**config.mk**
```make
export PLATFORM = sky130hd
export DESIGN_NAME = int2flt_seq
export DESIGN_NICKNAME = d
export VERILOG_FILES = /design/src/rtl/int2flt_seq.sv
export SDC_FILE = /design/constraint.sdc
export NUM_CORES = 1
export LEC_CHECK = 0
export ABC_AREA = 1
export CORE_UTILIZATION = 45
export CTS_CLUSTER_SIZE = 8
export DETAILED_ROUTE_END_ITERATION = 8
export PLACE_DENSITY = 0.67
export SYNTH_ARGS = -nofsm -noshare
export SYNTH_HDL_FRONTEND = slang
export SYNTH_SLANG_ARGS = --single-unit
```
**constraint.sdc**
```tcl
create_clock -name clk_i -period 2.42 [get_ports clk_i]
set_clock_uncertainty 0.2 [all_clocks]
set_input_delay 0.605 -clock clk_i [delete_from_list [all_inputs] [get_ports clk_i]]
set_output_delay 0.605 -clock clk_i [all_outputs]
set_load 0.01 [all_outputs]
```
**src/rtl/int2flt_seq.sv**
```systemverilog
// -----------------------------------------------------------------------------
// int2flt_seq
//   Iterative converter from a 16-bit two's-complement integer to an IEEE-754
//   binary16 value. The magnitude is normalised one bit per clock, then rounded
//   and packed. The result is held on flt_o until the next conversion completes,
//   or until reset clears it.
//
// Parameters
//   BIAS     exponent bias (only 15 is meaningful for binary16)
//   RNE      1 = round-to-nearest-even, 0 = truncate
//
// Ports
//   clk_i    in   1   clock, rising edge
//   reset_i  in   1   synchronous, active-high reset
//   start_i  in   1   conversion request, honoured only when idle
//   int_i    in   16  two's-complement operand, captured on the accepting edge
//   flt_o    out  16  {sign, exp[4:0], mant[9:0]}, holds the last result
//   busy_o   out  1   high while a conversion is in progress (state != IDLE)
//   done_o   out  1   one-cycle pulse, flt_o valid from this cycle on
// -----------------------------------------------------------------------------
module int2flt_seq #(
  parameter int BIAS = 15,
  parameter bit RNE  = 1'b1
) (
  input  logic        clk_i,
  input  logic        reset_i,
  input  logic        start_i,
  input  logic [15:0] int_i,
  output logic [15:0] flt_o,
  output logic        busy_o,
  output logic        done_o
);

  typedef enum logic [1:0] {
    S_IDLE  = 2'd0,
    S_NORM  = 2'd1,
    S_ROUND = 2'd2,
    S_DONE  = 2'd3
  } state_t;

  state_t      state_q, state_d;
  logic        sign_q,  sign_d;
  logic [15:0] mag_q,   mag_d;
  logic [4:0]  exp_q,   exp_d;
  logic [15:0] flt_q,   flt_d;

  // Round the normalised magnitude (bit 15 set) to 10 fraction bits and pack.
  // A carry out of the fraction bumps the exponent; with a 16-bit input the
  // exponent can never exceed 30, so no overflow to infinity is possible.
  function automatic logic [15:0] round_pack(input logic        sign,
                                             input logic [4:0]  exp,
                                             input logic [15:0] mag);
    logic [9:0]  mant;
    logic        guard;
    logic        sticky;
    logic        up;
    logic [10:0] sum;
    logic [4:0]  exp_r;
    mant   = mag[14:5];
    guard  = mag[4];
    sticky = |mag[3:0];
    up     = RNE && guard && (sticky || mant[0]);
    sum    = {1'b0, mant} + {10'd0, up};
    exp_r  = exp;
    if (sum[10]) begin
      exp_r = exp + 5'd1;
    end
    return {sign, exp_r, sum[9:0]};
  endfunction

  // Magnitude of a 16-bit two's-complement value; 0x8000 maps to 0x8000,
  // which is still correct when read as unsigned.
  function automatic logic [15:0] abs16(input logic [15:0] v);
    return v[15] ? (~v + 16'd1) : v;
  endfunction

  // State and datapath registers
  always_ff @(posedge clk_i) begin
    if (reset_i) begin
      state_q <= S_IDLE;
      sign_q  <= 1'b0;
      mag_q   <= 16'd0;
      exp_q   <= 5'd0;
      flt_q   <= 16'd0;
    end else begin
      state_q <= state_d;
      sign_q  <= sign_d;
      mag_q   <= mag_d;
      exp_q   <= exp_d;
      flt_q   <= flt_d;
    end
  end

  // Next-state logic
  always_comb begin
    state_d = state_q;
    case (state_q)
      S_IDLE: begin
        if (start_i) begin
          state_d = (int_i == 16'd0) ? S_DONE : S_NORM;
        end
      end
      S_NORM: begin
        if (mag_q[15]) begin
          state_d = S_ROUND;
        end
      end
      S_ROUND: state_d = S_DONE;
      S_DONE:  state_d = S_IDLE;
      default: state_d = S_IDLE;
    endcase
  end

  // Datapath next values
  always_comb begin
    sign_d = sign_q;
    mag_d  = mag_q;
    exp_d  = exp_q;
    flt_d  = flt_q;
    case (state_q)
      S_IDLE: begin
        if (start_i) begin
          sign_d = int_i[15];
          mag_d  = abs16(int_i);
          exp_d  = 5'(BIAS + 15);
          // Zero skips normalisation entirely and always yields +0.
          if (int_i == 16'd0) begin
            flt_d = 16'd0;
          end
        end
      end
      S_NORM: begin
        if (!mag_q[15]) begin
          mag_d = {mag_q[14:0], 1'b0};
          exp_d = exp_q - 5'd1;
        end
      end
      S_ROUND: begin
        flt_d = round_pack(sign_q, exp_q, mag_q);
      end
      default: ;
    endcase
  end

  // Outputs
  always_comb begin
    flt_o  = flt_q;
    busy_o = (state_q != S_IDLE);
    done_o = (state_q == S_DONE);
  end

endmodule

```
Word level (Yosys, flattened, before mapping):

Index checks and enable logic that the tools add are counted.

* reduce and logical (&&, ||, !) cells: 13
* bitwise operators: 1
* add/sub/neg operators: 4
* equality and inequality tests: 7
* multiplexer cells: 15

Operators by type and width (count)
* 16-bit two-way mux: 5
* 16-bit one-hot mux with 2 select lines: 2
* 16-bit by 1-bit adder with 16-bit output, second input constant: 1
* 16-bit logical NOT: 1
* 16-bit inverter: 1
* 5-bit two-way mux: 3
* 10-bit by 1-bit adder with 11-bit output: 1
* 5-bit one-hot mux with 2 select lines: 1
* 2-bit inequality test, second input constant: 4
* 2-bit one-hot mux with 4 select lines: 1
* 2-bit two-way mux: 3
* 2-bit AND reduction: 3
* 3-bit AND reduction: 2
* 2-bit nonzero test: 3
* 5-bit by 1-bit adder with 5-bit output, second input constant: 1
* 5-bit by 1-bit subtractor with 5-bit output, second input constant: 1
* 2-bit equality test, second input constant: 2
* 4-bit OR reduction: 1
* 2-bit by 1-bit equality test with 1-bit output, second input constant: 1
* 2-bit logical NOT: 1
* 1-bit logical AND: 1
* 1-bit logical OR: 1

* register bits: 40
* word-level logic and storage cells: 46

Depth between registers and ports, before layout:

Gate-level depths: netlist of the first run.

* word-level depth: 6
* gate-level depth with buffers: 11
* mapped depth without buffers: 10

Least setup slack after synthesis of the first run:

Ideal clock, no wire load.

* kind: input to register
* from: input port int_i[0]
* to: register flt_q[0], in the netlist flt_o[0]
* path buffers: 1
* slack: 0.409 ns
* arrival: 1.743 ns
* cell stages on the path: 11
* cell sequence: inv_1 ha_1 inv_2 nor2_4 nand3_4 nor2_4 nand4_4 nand2_4 buf_12 nand2_2 a21oi_2

* cells in the longest elaborated chain, start to end: 3

Ends and longest elaborated chain
* start: declaration: RTL line 28 `input logic [15:0] int_i,`
* 16-bit logical NOT: RTL line 127 `if (int_i == 16'd0) begin`
* 2-bit inequality test (no line)
* 3-bit AND reduction (no line)
* end signal: assignment: RTL line 90 `flt_q <= flt_d;`
* end: declaration: RTL line 45 `logic [15:0] flt_q, flt_d;`

Every way passes these cells.
A chain may end at the register's enable or synchronous reset.

Final worst setup path of the first run:

* from: input port int_i[0]
* to: register flt_q[5], in the netlist flt_o[5]

The elaborated chain is that of the path after synthesis.

==> impl_results.md, run 1 <==
- Synth cell types: 38
- CP Cell Sequence: clkdlybuf4s50_1, inv_1, ha_1, inv_2, nor2_4, nand3_4, nor2_4, nand4_4, buf_4, nand3_1, a21oi_2
- Total power: 3150 uW
- First-pass GRT wire length: 11300 um
- Via count: 2710
- Hold Path Origin: flt_o[2]$_SDFFE_PP0P_
- Post-CTS setup repair buffer count: 0
- Total Routed Length: 6420 um
- Power per Cell Area: 950 mW/mm^2
- Clock Path Buffers: 2
- Routing usage on met2: 38.5%
- CTS Sinks: 40
- WP data arrival: 2170 ps
- CP Data Required Time: 2390 ps
- Total track usage: 22.3%
- Vias in the first global route: 2595
- IR drop worst, VDD: 0.732 mV
- Drt wl/cell: 12.5 um
- # setup viols final: 0
- Slew margin rel.: 67.6%
- Max Clock Freq: 456 MHz
- Grt ovf: 0
- Drc violations: 0
- Worst Hold Class: flop to flop
- Routed vias/inst: 5.26
- Clk root buf: clkbuf_8
- Worst path depth: 11
- Max_cap viols: 0
- Hold Path Stages: 2
- Post-Syn Instances: 402
- Initial Util: 48.0%
- Sequential share of the synthesized area: 29.4%
- DRT Pass-1 Iters: 4
- Synth async-reset ratio: 0%
- Reg2reg end: flt_o[8]$_SDFFE_PP0P_
- CP dominant cell by count: nor2_4
- Clk_lat worst skew: 290 ps
- Chip width: 79.8 um
- Post-layout nets: 470
- Clk pin slew, worst setup/hold paths: 70 ps
- Iteration-0 DRC Markers: 137
- Synthesized flop and latch total: 40
- Ports: 37
- Vert. Die Dim: 79.8 um
- Port-buffer cells: 36
- Share of cells above drive strength 1: 15.8%
- Setup crit start: int_i[0]
- Antenna cells: 0
- H-Tree Depth: 2
- Slew @ Worst Pin: 486 ps
- Hold Vio Cnt, Final: 0
- HPWL after detailed placement: 4890 um
- Maximum number of pins on one net before global-route repair: 25
- Final Max Slew Viols: 0
- CTS tree: done
- Grt peak-use layer: met2
- Layout area overhead: 21.5%
- Placed inst area: 0.00318 mm^2
- Post-route ant nets: 0
- Initial antenna violation count: 0
- Commonest register cell after synthesis: dfxtp_1
- Routability cong.: 0.872
- Nature of the critical path endpoint: flop
- Yosys Warn Count: 0
- GRT met3 Usage: 4.00%
- Crit path launch type: primary input
- Met1 Resource Use GR: 28.8%
- LEAKAGE: 0.00132 uW
- Final min period: 2190 ps
- Row count: 27
- Status: finished clean
- Die area: 0.00637 mm^2
- Slowest CP cell: clkdlybuf4s50_1
- Tcrit/Tclk final: 90.7%
- Hold Path Sink: flt_o[2]$_SDFFE_PP0P_
- Finished Cell Area: 0.00331 mm^2
- RSZ-0062 raised after global routing: no
- Critical path type: primary input to flop
- Num CTS Buffers: 5
- Synthesized netlist net count: 430
- Critical path's largest stage delay: 410 ps
- Mapped Area: 0.00273 mm^2
- Crit path max fanout: 16
- R2R Setup Slk: 370 ps
- CORE AREA: 0.00568 mm^2
- Post-synth EDFFs: 0
- Reg2reg start: mag_q[4]$_SDFFE_PP0P_
- Avg Cell Area, Syn: 6.78 um^2
- Crit path max-delay family: buffers and inverters
- WP buf/inv: 4
- Reg2Reg Depth: 10
==> worst max path at each step <==
stage                                         to  slack (ps)
after CTS                  flt_o[5]$_SDFFE_PP0P_         210
after floorplan            flt_o[0]$_SDFFE_PP0P_         410
final                      flt_o[5]$_SDFFE_PP0P_         230
after global routing      flt_o[13]$_SDFFE_PP0P_          40
after detailed placement   flt_o[6]$_SDFFE_PP0P_         -90
after global placement     flt_o[3]$_SDFFE_PP0P_         -60
==> layer usage <==
layer / vias to the layer above / part of all wire, %
li1: 1424 / -
met1: 1253 / 48
met2: 28 / 48
met3: 5 / 2.9
met4: 0 / 0.53
met5: - / 0
==> final cells by class <==
cell class	instances	area, um^2
fillers	561	2360
multi-input cells	304	1670
flip-flops and latches	40	802
repair buffers	48	462
inverters	43	161
clock buffers	7	96.3
well taps	72	90.1
clock inverters	1	30.0
==> Yosys cell counts, types with 2 or more instances <==
cell	instances	area [um^2]
nand2_1	80	300
inv_2	11	41.3
o21ai_1	18	90.1
nand4_1	6	37.5
inv_1	32	120
xor2_1	4	35.0
nor2_1	27	101
nor2_4	4	45.0
buf_2	5	25.0
dfxtp_1	40	801
a31oi_1	2	12.5
nand3b_1	2	15.0
nand3_1	51	255
o21ai_0	5	25.0
a21oi_2	10	87.6
xnor2_1	2	17.5
nor2_2	4	25.0
nor3_1	2	10.0
o211ai_1	3	22.5
ha_1	9	113
a21oi_1	52	260
nand2_2	11	68.8
nand2_4	2	22.5
nand3_2	2	20.0
clkbuf_1	5	18.8
==> sequential cells by signal, indices dropped and copies added (netlist names) <==
name,count
mag_q,16
flt_o,16
state_q,2
exp_q,5
sign_q,1
==> timing repair <==
action / 4_1_cts / 5_1_grt
cloned: 0 / 0
setup endpoints to repair: 1 / 1
hold buffers: 0 / 0
gates resized for setup: 3 / 1
==> cells by family after synthesis <==
family | after synthesis | synth area share [%]
xor gates and xnor gates | 6 | 1.93
buffers and inverters | 58 | 9.60
DFF | 40 | 29.4
AOI/OAI and AO/OA | 94 | 19.6
adders and majority gates | 9 | 4.13
and+or+nand+nor | 195 | 35.4
==> tightest hold or removal path, stage by stage, from the launching register on <==
cell     delay [ps]
dfxtp_1         320
nand3_2          70
a21oi_2          50
==> layout by cell type, fill, tap and decap left out, types with 2 or more instances in the layout <==
master and n:
a21oi_1 52, a21oi_2 10, a31oi_1 2, buf_4 11, clkbuf_8 7, clkdlybuf4s50_1 35, dfxtp_1 39, ha_1 8
inv_1 32, inv_2 11, nand2_1 80, nand2_2 11, nand2_4 2, nand3_1 51, nand3_2 2, nand3b_1 2
nand4_1 6, nor2_1 27, nor2_2 3, nor2_4 5, nor3_1 2, o211ai_1 3, o21ai_0 5, o21ai_1 18
xnor2_1 2, xor2_1 4
==> metrics by stage <==
stage          cells  setup slack [ps]  setup TNS (ps)  utilization, %  hold WS [ps]
2_1_floorplan    402               409               0               -           254
5_1_grt          515              36.9               0            58.4           307
3_5_place_dp     507             -94.9           -1340            56.0           271
4_1_cts          515               214               0            58.3           284
3_3_place_gp     507             -58.2            -835            56.0           270
6_report         515               225               0            58.4           279
==> power by group <==
group / internal (uW) / switching, uW / total, uW
clock: 364 / 227 / 591
combinational: 574 / 964 / 1540
sequential: 826 / 190 / 1020
Power figures use the tool's default switching activity.
==> run 2, diff against run 1 <==
- CTS_CLUSTER_DIAMETER: unset -> 60
- PLACE_DENSITY: 0.67 -> unset
- PLACE_DENSITY_LB_ADDON: unset -> 0.15
==> run 2 against run 1 <==
  * Register-to-register slack gained 20 ps
  * Cell count shrank 0.39%
  * Critical path type unchanged
  * Utilization shrank 0.066 points
  * Sequential power is essentially flat
  * Sequential share of layout area grew 0.065 points
  * Die area is the same
  * Worst hold slack gained 12 ps
  * Non-clock buffer count shrank 1
==> impl_results.md, run 2 (same netlist as run 1, synthesis figures left out) <==
- Status: finished clean (unchanged)
- CP Data Required Time: 2440 ps (was 2390 ps)
- Max_cap viols: 0 (unchanged)
- RSZ-0062 raised after global routing: no (unchanged)
- Critical Path End: flt_o[9]$_SDFFE_PP0P_ (was flt_o[5]$_SDFFE_PP0P_)
- Via count: 2773 (was 2710)
- Reg2Reg Depth: 10 (unchanged)
- Worst slack, placed: -97.4 ps (was -94.9 ps)
- Chip width: 79.8 um (unchanged)
- Worst Slack Setup Final: 205 ps (was 225 ps)
- Sw Pwr: 1400 uW (was 1380 uW)
- Vias in the first global route: 2570 (was 2595)
- Total track usage: 23.1% (was 22.3%)
- Post-layout nets: 469 (was 470)
- IR drop worst, VDD: 0.943 mV (was 0.732 mV)
- Num CTS Buffers: 5 (unchanged)
- Share of power burned in registers: 31.8% (was 32.3%)
- Maximum number of pins on one net before global-route repair: 25 (unchanged)
- H-Tree Depth: 2 (unchanged)
- Total internal power: 1810 uW (was 1760 uW)
- Slew margin rel.: 66.2% (was 67.6%)
- # placed instances: 506 (was 507)
- Post-route ant nets: 0 (unchanged)
- CORE AREA: 0.00568 mm^2 (unchanged)
- Final Max Slew Viols: 0 (unchanged)
- Ports: 37 (unchanged)
- Total Routed Length: 6780 um (was 6420 um)
- Power per Cell Area: 969 mW/mm^2 (was 950 mW/mm^2)
- Port-buffer cells: 36 (unchanged)
- Post-CTS setup repair buffer count: 0 (unchanged)
- Critical path type: primary input to flop (unchanged)
- Drt wl/cell: 13.2 um (was 12.5 um)
- DRT Pass-1 Iters: 4 (unchanged)
- Max Clock Freq: 452 MHz (was 456 MHz)
- # setup viols final: 0 (unchanged)
- Grt ovf: 0 (unchanged)
- Routability cong.: 0.893 (was 0.872)
- Hold Vio Cnt, Final: 0 (unchanged)
- Critical path's largest stage delay: 420 ps (was 410 ps)
- R2R Setup Slk: 390 ps (was 370 ps)
- Vert. Die Dim: 79.8 um (unchanged)
- Reg2reg end: flt_o[8]$_SDFFE_PP0P_ (unchanged)
- CTS tree: done (unchanged)
- HPWL after detailed placement: 5070 um (was 4890 um)
- Iteration-0 DRC Markers: 142 (was 137)
- Sum Neg Setup Slack: 0 ps (unchanged)
- Finished Core Util: 58.3% (was 58.4%)
- Clock Path Buffers: 2 (unchanged)
- LEAKAGE: 0.00132 uW (about the same)
- CP Cell Sequence: clkdlybuf4s50_1, inv_1, ha_1, inv_2, nor2_4, nand3_4, nor2_4, nand4_4, nand2_4, nand2_1, a21oi_1 (was clkdlybuf4s50_1, inv_1, ha_1, inv_2, nor2_4, nand3_4, nor2_4, nand4_4, buf_4, nand3_1, a21oi_2)
- Initial Util: 48.0% (unchanged)
- Final min period: 2210 ps (was 2190 ps)
- Fin cells: 513 (was 515)
- Initial antenna violation count: 0 (unchanged)
- Most frequent cells in the layout: nand2_1 (80), a21oi_1 (52), nand3_1 (51), dfxtp_1 (38), clkdlybuf4s50_1 (35) (was nand2_1 (80), a21oi_1 (52), nand3_1 (51), dfxtp_1 (39), clkdlybuf4s50_1 (35))
- Post-cts gate resize count: 4 (was 3)
- Clk root buf: clkbuf_8 (unchanged)
- Hold-fix buffers, CTS: 0 (unchanged)
- Tcrit/Tclk final: 91.5% (was 90.7%)
- Crit path launch type: primary input (unchanged)
- Clk pin slew, worst setup/hold paths: 70 ps (about the same)
- Row count: 27 (unchanged)
- Reg2reg start: mag_q[5]$_SDFFE_PP0P_ (was mag_q[4]$_SDFFE_PP0P_)
- Gate power share: 48.3% (was 48.9%)
- Clk_lat worst skew: 290 ps (about the same)
- Crit path max fanout: 16 (unchanged)
- Clock power frac: 19.9% (was 18.8%)
- Share of cells above drive strength 1: 15.6% (was 15.8%)
- Drc violations: 0 (unchanged)
- WP data arrival: 2240 ps (was 2170 ps)
- Worst Hold Class: flop to flop (unchanged)
- Nature of the critical path endpoint: flop (unchanged)
- First-pass GRT wire length: 11600 um (was 11300 um)
- Die area: 0.00637 mm^2 (unchanged)
- Most common cell after layout, fill and taps aside: nand2_1 (unchanged)
- Slew @ Worst Pin: 506 ps (was 486 ps)
- Layout area overhead: 21.4% (was 21.5%)
- CP dominant cell by count: nor2_4 (unchanged)
- Slowest CP cell: clkdlybuf4s50_1 (unchanged)
- Setup crit start: int_i[0] (unchanged)
- Net Sw Frac: 43.6% (was 43.9%)
- Antenna cells: 0 (unchanged)
- Routed vias/inst: 5.41 (was 5.26)
- Total power: 3210 uW (was 3150 uW)
- CTS Sinks: 40 (unchanged)
==> run 2: routing by layer <==
metal	part of all wire, %	track usage (%)	up-vias
li1	-	-	1417
met1	47	30.3	1288
met2	48	38.8	59
met3	3.3	3.54	9
met4	1.5	7.14	0
met5	0	0	-
==> run 2: power groups by stage <==
stage / combinational (uW) / clock (uW) / sequential, uW
3_3_place_gp: 1520 / 0 / 1020
2_1_floorplan: 1170 / 0 / 966
4_1_cts: 1550 / 648 / 1020
5_1_grt: 1770 / 680 / 1050
6_report: 1550 / 638 / 1020
3_5_place_dp: 1540 / 0 / 1030
==> run 2: final cells by class <==
cell class	instances	area [um^2]
Fill cell	561	2370
Multi-Input combinational cell	304	1670
Sequential cell	40	803
Timing Repair Buffer	47	454
Inverter	43	161
Tap cell	72	90.1
Clock buffer	5	68.8
Clock inverter	2	60.1
==> run 2: worst min path at each step <==
stage                            from                     end  slack [ps]  cells after the start
3_3_place_gp    mag_q[0]$_SDFFE_PP0P_   mag_q[0]$_SDFFE_PP0P_         270                      2
2_1_floorplan   mag_q[0]$_SDFFE_PP0P_   mag_q[0]$_SDFFE_PP0P_         250                      2
5_1_grt         flt_o[2]$_SDFFE_PP0P_   flt_o[2]$_SDFFE_PP0P_         310                      2
4_1_cts        flt_o[11]$_SDFFE_PP0P_  flt_o[11]$_SDFFE_PP0P_         290                      2
6_report       flt_o[11]$_SDFFE_PP0P_  flt_o[11]$_SDFFE_PP0P_         290                      2
3_5_place_dp   flt_o[11]$_SDFFE_PP0P_  flt_o[11]$_SDFFE_PP0P_         280                      2
==> run 2: per-stage QoR <==
step,cell area [um^2],hold WS (ps)
after global placement,3170,271
after CTS,3300,290
after floorplan,2730,254
after detailed placement,3170,279
final,3310,291
after global routing,3310,314
==> run 2: worst max-delay path, delay by kind of cell <==
family,cells,cell delay (ps)
AO/OA/AOI/OAI,1,140
AND/OR/NAND/NOR,6,740
adder cells (fa/ha/maj),1,200
buffers and inverters,3,560
